$ cat src/rtl/filter_test_sequencer.sv
// Self-timed sweep sequencer for the exp_sig_gen test pins.
// Each enabled {overlay,rate} combo is swept across the delay range, with a settle window then a capture window per point.
module filter_test_sequencer #(
    parameter int unsigned SIZE_DELAY    = 8,
    parameter int unsigned DELAY_START   = 0,
    parameter int unsigned DELAY_STEP    = 1,
    parameter int unsigned DELAY_STOP    = 2**SIZE_DELAY - 1,
    parameter int unsigned SETTLE_CYCLES = 256,
    parameter int unsigned DWELL_CYCLES  = 1024
) (
    input  logic                  clk,
    input  logic                  reset,
    input  logic                  start,
    input  logic                  abort,
    input  logic [3:0]            combo_mask,
    output logic                  test_overlay,
    output logic                  test_rate,
    output logic [SIZE_DELAY-1:0] test_delay,
    output logic                  capture_en,
    output logic [15:0]           point_index,
    output logic                  busy,
    output logic                  done
);

    typedef enum logic [1:0] {IDLE, SETTLE, DWELL, DONE} state_t;

    localparam logic [SIZE_DELAY:0]   STEP_EXT    = (SIZE_DELAY+1)'(DELAY_STEP);
    localparam logic [SIZE_DELAY:0]   STOP_EXT    = (SIZE_DELAY+1)'(DELAY_STOP);
    localparam logic [SIZE_DELAY-1:0] START_VAL   = SIZE_DELAY'(DELAY_START);
    localparam logic [31:0]           SETTLE_LOAD = 32'(SETTLE_CYCLES - 1);
    localparam logic [31:0]           DWELL_LOAD  = 32'(DWELL_CYCLES - 1);

    state_t              state;
    logic [3:0]          mask_q;
    logic [31:0]         cnt;
    logic [SIZE_DELAY:0] next_delay;
    logic [1:0]          first_combo;
    logic [1:0]          higher_combo;
    logic                has_higher;
    logic [15:0]         next_index;

    always_comb begin
        next_delay   = {1'b0, test_delay} + STEP_EXT;
        next_index   = (point_index == '1) ? point_index : point_index + 16'd1;
        first_combo  = '0;
        higher_combo = '0;
        has_higher   = 1'b0;
        // Descending scans so the lowest qualifying combo is the one left standing.
        for (int unsigned i = 4; i > 0; i--) begin
            if (combo_mask[i-1])
                first_combo = 2'(i-1);
            if (mask_q[i-1] && (2'(i-1) > {test_overlay, test_rate})) begin
                higher_combo = 2'(i-1);
                has_higher   = 1'b1;
            end
        end
    end

    always_ff @(posedge clk or negedge reset) begin
        if (!reset) begin
            state        <= IDLE;
            mask_q       <= '0;
            cnt          <= '0;
            test_overlay <= 1'b0;
            test_rate    <= 1'b0;
            test_delay   <= '0;
            capture_en   <= 1'b0;
            point_index  <= '0;
            busy         <= 1'b0;
            done         <= 1'b0;
        end else begin
            case (state)
                IDLE: begin
                    if (start) begin
                        mask_q <= combo_mask;
                        if (combo_mask != '0) begin
                            state        <= SETTLE;
                            busy         <= 1'b1;
                            test_overlay <= first_combo[1];
                            test_rate    <= first_combo[0];
                            test_delay   <= START_VAL;
                            point_index  <= '0;
                            cnt          <= SETTLE_LOAD;
                        end else begin
                            state <= DONE;
                        end
                    end
                end
                SETTLE, DWELL: begin
                    if (abort) begin
                        state        <= IDLE;
                        busy         <= 1'b0;
                        capture_en   <= 1'b0;
                        test_overlay <= 1'b0;
                        test_rate    <= 1'b0;
                        test_delay   <= '0;
                        point_index  <= '0;
                    end else if (cnt != '0) begin
                        cnt <= cnt - 32'd1;
                    end else if (state == SETTLE) begin
                        state      <= DWELL;
                        capture_en <= 1'b1;
                        cnt        <= DWELL_LOAD;
                    end else begin
                        capture_en <= 1'b0;
                        if (next_delay <= STOP_EXT) begin
                            state       <= SETTLE;
                            test_delay  <= next_delay[SIZE_DELAY-1:0];
                            point_index <= next_index;
                            cnt         <= SETTLE_LOAD;
                        end else if (has_higher) begin
                            state        <= SETTLE;
                            test_overlay <= higher_combo[1];
                            test_rate    <= higher_combo[0];
                            test_delay   <= START_VAL;
                            point_index  <= next_index;
                            cnt          <= SETTLE_LOAD;
                        end else begin
                            state <= DONE;
                            busy  <= 1'b0;
                            done  <= 1'b1;
                        end
                    end
                end
                DONE: begin
                    // Entered with done low only from the zero-mask path, which pulses one cycle later.
                    if (done) begin
                        done  <= 1'b0;
                        state <= IDLE;
                    end else begin
                        done <= 1'b1;
                    end
                end
                default: state <= IDLE;
            endcase
        end
    end

endmodule

$ cat config.mk
export PLATFORM = sky130hd
export DESIGN_NAME = filter_test_sequencer
export DESIGN_NICKNAME = d
export VERILOG_FILES = /design/src/rtl/filter_test_sequencer.sv
export SDC_FILE = /design/constraint.sdc
export NUM_CORES = 1
export LEC_CHECK = 0
export BUFFER_PORTS_ARGS = -buffer_cell sky130_fd_sc_hd__buf_2
export CORE_UTILIZATION = 54
export CTS_CLUSTER_SIZE = 16
export DETAILED_ROUTE_END_ITERATION = 7
export MAX_ROUTING_LAYER = met4
export PLACE_DENSITY = 0.75
export SYNTH_ARGS = -nofsm -noshare
export SYNTH_HDL_FRONTEND = slang
export SYNTH_SLANG_ARGS = --single-unit
$ cat constraint.sdc
create_clock -name clk -period 3 [get_ports clk]
set_clock_uncertainty 0.05 [all_clocks]
set_input_delay 0 -clock clk [delete_from_list [all_inputs] [get_ports clk]]
set_output_delay 0 -clock clk [all_outputs]
set_load 0.005 [all_outputs]
==> run_results.csv, run 1 <==
group,metric,value,unit
grt,grt_usage,0.2921,
clock_tree,cts.root.buffer_cell,"clkbuf_8",
finish,nFillCells,589,
drt,drt_iter0_markers,253,
drt,routedWlPerCell,15.91,microns
worst_hold_path,hold_path.class,"primary input to register",
critical_path,path_depth,6,
run,cap_viol_max_count,0,
finish,final_nets,542,
yosys,synthTopCellsByArea,"dfrtp_1 (42%), o21ai_0 (6.2%), nor2_1 (4.4%)",
yosys,synthArstFlopShare,1.000,
critical_path,critPathSlowestCell,"or4_4",
place,place.gp.congestion,0.8877,
sta,finalCritPeriodShare,0.9399,
floorplanning,initial_core_util,0.5708,
critical_path,critical-path-max-stage-delay,0.56,ns
grt,grt_first_pass_wirelength,16880,microns
pwr,ir_worst_vdd,0.3911,mV
finish,stdcell_count,626,
worst_hold_path,whs_path_depth,3,
yosys,synth-edff-count,0,
yosys,synth_flop_cell,"dfrtp_1",
finish,drive_gt1_frac,0.1717,
clock_tree,cts_setup_buffers,0,
floorplanning,io_pins,37,
critical_path,worstSetupEndpointType,"register",
clock_tree,clkLatencyLatePin,0.34,ns
grt,overflow,0,
yosys,syn_nets,482,
floorplanning,rows,30,
critical_path,crit_top_cell,"or4_4",
yosys,ys_types,53,
critical_path,ff2ff_path_depth,6,
sta,fin_crit,2.820,ns
drt,drc_errors,0,
grt,antenna_found_initial,0,
drt,ant_nets,0,
sta,rsz0062_at_grt,"false",
yosys,synthCells,466,
finish,diodes,0,
floorplanning,die_y,87.68,microns
status,status,"finished, final reports clean",
sta,worstMarginPinSlew,1.042,ns
yosys,netlist.area_leader.share,0.4167,
drt,firstDrtPassIters,6,
yosys,syn-cell-area,3964,sq um
clock_tree,cts_buffers,9,
yosys,yosysTopAreaCell,"dfrtp_1",
drt,route.met2.wl,5035,microns
drt,wl_met3,507,microns
grt,grt_max_degree,49,
drt,routed_wl,9961,microns
floorplanning,coreArea,6944,sq um
critical_path,cp_cell_sequence,"or4_4, or4_4, nor4_4, a21oi_2, or3_4, o31ai_1",
yosys,synth-seq-area-share,0.4167,
place,port_buffers,36,
yosys,ys_ff_latch,66,
place,dp_hpwl,7091,microns
drt,maxUsedRoutingLayer,"met4",
sta,finalSetupTns,0,ns
drt,vias,3954,
sta,fmax,354.6,MHz
pwr,finalPower,3.211,mW
clock_tree,path_clk_slew,0.07,ns
pwr,power_density,694.3,nW/um^2
critical_path,crit_family,"simple AND/OR/NAND/NOR gates",
yosys,synthMostInstantiatedCell,"dfrtp_1",
critical_path,cp_data_arrival_time,3.03,ns
sta,slew_headroom,0.3052,
critical_path,criticalPathCategory,"register to register",
pwr,power_leakage,2.044,nW
clock_tree,htree_num_levels,3,
place,placedCellCount,606,
floorplanning,die-area,7687,sq um
critical_path,worstPathRequired,3.21,ns
critical_path,critPathBufInv,0,
yosys,yosysWarningCount,0,
clock_tree,clk_path_buf_depth,2,
clock_tree,tritoncts,"yes",
sta,finalHoldViolCount,0,
finish,areaGrowthSynthToFinish,16.67,%
sta,setup_viol,0,
clock_tree,clock_sinks,66,
drt,met1_length,4198,microns
yosys,avgSynthCellArea,8.506,sq um
sta,drv_slew,0,
floorplanning,die_x,87.68,microns
drt,avgViaCountPerCell,6.316,
yosys,synth.top_cells.by_count,"dfrtp_1 (66), o21ai_0 (49), nor2_1 (46)",
grt,grt_pass1_vias,3663,
critical_path,worst-path-max-fanout,12,
critical_path,cp-start-kind,"register",
## worst reg2reg max path: cells and delay by family, from the launching register on
kind	cells	cell delay (ns)
compound gates	2	0.43
simple gates	4	1.86
flops	1	0.39
## flip-flops by register name (all words and copies together), names as in the netlist
| signal | flops |
|---|---|
| cnt | 32 |
| point_index | 16 |
| test_delay | 8 |
| mask_q | 3 |
| state | 2 |
| busy | 1 |
| capture_en | 1 |
| done | 1 |
| test_overlay | 1 |
| test_rate | 1 |
## cell type report
cell class / count / area [sq um] / share of cell area
Timing Repair Buffer: 66 / 430.4 / 0.09307
Multi-Input combinational cell: 367 / 2177 / 0.4708
Clock inverter: 3 / 40.04 / 0.008658
Sequential cell: 66 / 1652 / 0.3571
Inverter: 16 / 60.06 / 0.01299
Clock buffer: 12 / 145.1 / 0.03139
Tap cell: 96 / 120.1 / 0.02597
## path summary, 6_finish.rpt
path                                         endpoint                 from  slack [ns]
min in group asynchronous  point_index[6]$_DFFE_PN0P_                reset        0.34
setup reg to reg           point_index[8]$_DFFE_PN0P_  cnt[26]$_DFFE_PN0P_        0.18
max in group asynchronous         cnt[15]$_DFFE_PN0P_                reset        1.77
setup / recovery           point_index[8]$_DFFE_PN0P_  cnt[26]$_DFFE_PN0P_        0.18
hold reg to reg                   cnt[27]$_DFFE_PN0P_  cnt[27]$_DFFE_PN0P_        0.43
hold / removal                  mask_q[2]$_DFFE_PN0P_                start        0.04
## cells by family after synthesis
logic type               after synthesis  synth area share
flip-flops                            66            0.4167
AND/OR/NAND/NOR                      200            0.2617
buffers and inverters                 33           0.03535
adder cells (fa/ha/maj)                8           0.02525
multiplexers                           6           0.01641
AO/OA/AOI/OAI                        153            0.2446
## through the flow
step                      utilization  instance area (sq um)  setup WS (ns)  hold slack [ns]
after detailed placement       0.6314                   4384        0.06929           0.1942
after global routing           0.6659                   4624        0.02392          0.01930
after CTS                      0.6652                   4619        0.05813          0.03340
after floorplan                     -                   3964        0.08673          -0.3456
final                          0.6659                   4624         0.1803          0.03825
after global placement         0.6314                   4384         0.1318           0.1921
## power breakdown
part | switching (mW) | internal (mW) | leakage [nW]
combinational | 0.866 | 0.525 | 1.08
sequential | 0.105 | 0.988 | 0.866
clock | 0.328 | 0.400 | 0.0962
total | 1.30 | 1.91 | 2.04
## routing by layer
layer,track usage,vias up
li1,-,1876
met1,0.3460,1922
met2,0.4950,137
met3,0.06032,19
met4,0.09985,0
met5,-,-
## layout by cell type, fill, tap and decap left out, types with 7 or more instances in the layout
cell type,synthesis,layout
buf_4,0,24
nand4_1,10,10
inv_1,16,16
nand3_1,13,13
clkbuf_8,0,10
buf_2,0,36
dfrtp_1,66,66
a21oi_1,29,29
nand2b_1,7,7
or4_1,7,7
and3_1,9,9
nor2_1,46,46
o21ai_0,49,49
nor4_1,7,7
nor3_1,25,25
ha_1,8,8
a31oi_1,12,12
o31ai_1,23,23
nand2_1,45,45
## what timing repair did
| item | in CTS | in global routing |
|---|---|---|
| endpoints found under the hold margin | 50 | 0 |
| hold buffers | 5 | 0 |
| gates resized for setup | 0 | 1 |
| endpoints found under the setup margin | 0 | 5 |
Note: power is estimated with default switching activity, not from simulation.
==> run 2: changes to the inputs <==
--- a/config.mk
+++ b/config.mk
@@ -7,6 +7,7 @@
 export LEC_CHECK = 0
 export BUFFER_PORTS_ARGS = -buffer_cell sky130_fd_sc_hd__buf_2
 export CORE_UTILIZATION = 54
+export CTS_BUF_LIST = sky130_fd_sc_hd__clkbuf_16
 export CTS_CLUSTER_SIZE = 16
 export DETAILED_ROUTE_END_ITERATION = 7
 export MAX_ROUTING_LAYER = met4
==> run_results.csv, run 2 (same netlist as run 1, synthesis figures left out) <==
group,metric,value,unit
clock_tree,clkLatencyLatePin,0.33,ns
pwr,ir_worst_vdd,0.4296,mV
status,status,"finished, final reports clean",
worst_hold_path,hold_path.class,"primary input to register",
floorplanning,die_x,87.68,microns
floorplanning,rows,30,
clock_tree,clock_sinks,66,
drt,routedWlPerCell,16.29,microns
grt,grt_usage,0.2963,
sta,drv_slew,0,
worst_hold_path,whs_path_depth,3,
grt,antenna_found_initial,0,
critical_path,reg2reg_slack,0.17,ns
sta,slew_headroom,0.2948,
critical_path,cp_data_arrival_time,3.02,ns
place,place.gp.congestion,0.8877,
finish,diodes,0,
critical_path,critical-path-max-stage-delay,0.57,ns
sta,finalSetupTns,0,ns
clock_tree,tritoncts,"yes",
finish,layout_common_cells,"dfrtp_1 (66), o21ai_0 (49), nor2_1 (46)",
place,port_buffers,36,
floorplanning,coreArea,6944,sq um
run,cap_viol_max_count,0,
sta,worstMarginPinSlew,1.058,ns
critical_path,worstPathRequired,3.19,ns
drt,avgViaCountPerCell,6.259,
critical_path,reg2reg_from,"cnt[26]$_DFFE_PN0P_",
floorplanning,initial_core_util,0.5708,
sta,finalCritPeriodShare,0.9438,
pwr,power_density,740.1,nW/um^2
finish,final_nets,542,
critical_path,critPathSlowestCell,"or4_4",
worst_hold_path,hold_start,"start",
critical_path,cp-start-kind,"register",
finish,nFillCells,571,
critical_path,crit_top_cell,"or4_4",
clock_tree,path_clk_slew,0.05,ns
drt,vias,3918,
critical_path,criticalPathCategory,"register to register",
grt,grtUsageMet2,0.5064,
clock_tree,htree_num_levels,3,
drt,drc_errors,0,
finish,reg_top3,"cnt: 32 flops, point_index: 16 flops, test_delay: 8 flops",
finish,areaGrowthSynthToFinish,18.97,%
floorplanning,die-area,7687,sq um
drt,routed_wl,10200,microns
drt,drt_iter0_markers,277,
sta,finalHoldViolCount,0,
sta,fin_crit,2.832,ns
sta,whs,0.05420,ns
critical_path,crit-reg2reg-capture,"point_index[8]$_DFFE_PN0P_",
critical_path,worst-path-max-fanout,12,
finish,largest_reg_flops,32,
drt,ant_nets,0,
pwr,power_leakage,2.093,nW
clock_tree,cts_setup_buffers,0,
place,dp_hpwl,7091,microns
clock_tree,cts_buffers,9,
place,pre_cts_slack,0.06929,ns
sta,setup_slack,0.1685,ns
sta,rsz0062_at_grt,"false",
grt,grt_pass1_vias,3710,
worst_hold_path,hold_end,"mask_q[2]$_DFFE_PN0P_",
critical_path,ff2ff_path_depth,6,
finish,drive_gt1_frac,0.1698,
clock_tree,cts.root.buffer_cell,"clkbuf_16",
floorplanning,io_pins,37,
grt,grt_first_pass_wirelength,17110,microns
floorplanning,die_y,87.68,microns
sta,setup_viol,0,
drt,firstDrtPassIters,5,
finish,final_common_cell,"dfrtp_1",
finish,largest-register,"cnt",
grt,grt_max_degree,49,
grt,busiest_layer,"met2",
grt,met1_usage,0.3460,
critical_path,worstSetupEndpointType,"register",
grt,overflow,0,
grt,grt_util_met3,0.04901,
critical_path,cp_cell_sequence,"or4_4, or4_4, nor4_4, a21oi_2, or3_4, o31ai_1",
clock_tree,clk_path_buf_depth,2,
sta,fmax,353.2,MHz
==> run 2: through the flow <==
step | utilization | total power, mW | std cells | instance area, sq um
floorplan | - | 2.004 | 466 | 3964
global placement | 0.6314 | 2.432 | 606 | 4384
detailed placement | 0.6314 | 2.462 | 606 | 4384
CTS | 0.6784 | 3.474 | 626 | 4711
global route | 0.6791 | 3.696 | 626 | 4716
finish | 0.6791 | 3.490 | 626 | 4716
==> run 2: worst max path at each step <==
stage                               from                         end  slack, ns  depth (start not counted)
2_1_floorplan  test_delay[0]$_DFFE_PN0P_  point_index[7]$_DFFE_PN0P_       0.09                          9
3_3_place_gp         cnt[26]$_DFFE_PN0P_  point_index[8]$_DFFE_PN0P_       0.13                          6
3_5_place_dp         cnt[26]$_DFFE_PN0P_  point_index[8]$_DFFE_PN0P_       0.07                          6
4_1_cts              cnt[26]$_DFFE_PN0P_  point_index[8]$_DFFE_PN0P_       0.05                          6
5_1_grt        test_delay[0]$_DFFE_PN0P_  point_index[4]$_DFFE_PN0P_       0.02                          9
6_report             cnt[26]$_DFFE_PN0P_  point_index[8]$_DFFE_PN0P_       0.17                          6
==> run 2: routing by layer <==
layer | vias up | wire length [microns] | part of all wire
met5 | - | 0 | 0
met4 | 0 | 233 | 0.023
met3 | 24 | 423 | 0.041
met2 | 102 | 5214 | 0.51
met1 | 1919 | 4324 | 0.42
li1 | 1873 | - | -
==> run 2: cell type report <==
class | count | area, sq um | share of cell area
clock inverters | 6 | 51.30 | 0.01088
inverters | 16 | 60.06 | 0.01274
repair buffers | 66 | 430.4 | 0.09127
flip-flops and latches | 66 | 1652 | 0.3502
well taps | 96 | 120.1 | 0.02547
clock buffers | 9 | 225.2 | 0.04776
multi-input cells | 367 | 2177 | 0.4617
==> run 2: critical path, delay by kind of cell, from the launching register on <==
family             cells  cell delay, ns
DFF                    1            0.39
and+or+nand+nor        4            1.87
AOI/OAI and AO/OA      2            0.43
==> run 2: what timing repair did <==
item / CTS / global route
endpoints found under the hold margin: 50 / 0
hold buffers: 5 / 0
endpoints found under the setup margin: 0 / 5
resized for setup: 0 / 1
==> run 2: power by group <==
part / switching [mW] / internal, mW
clock network: 0.366 / 0.626
registers: 0.105 / 0.990
logic: 0.879 / 0.525
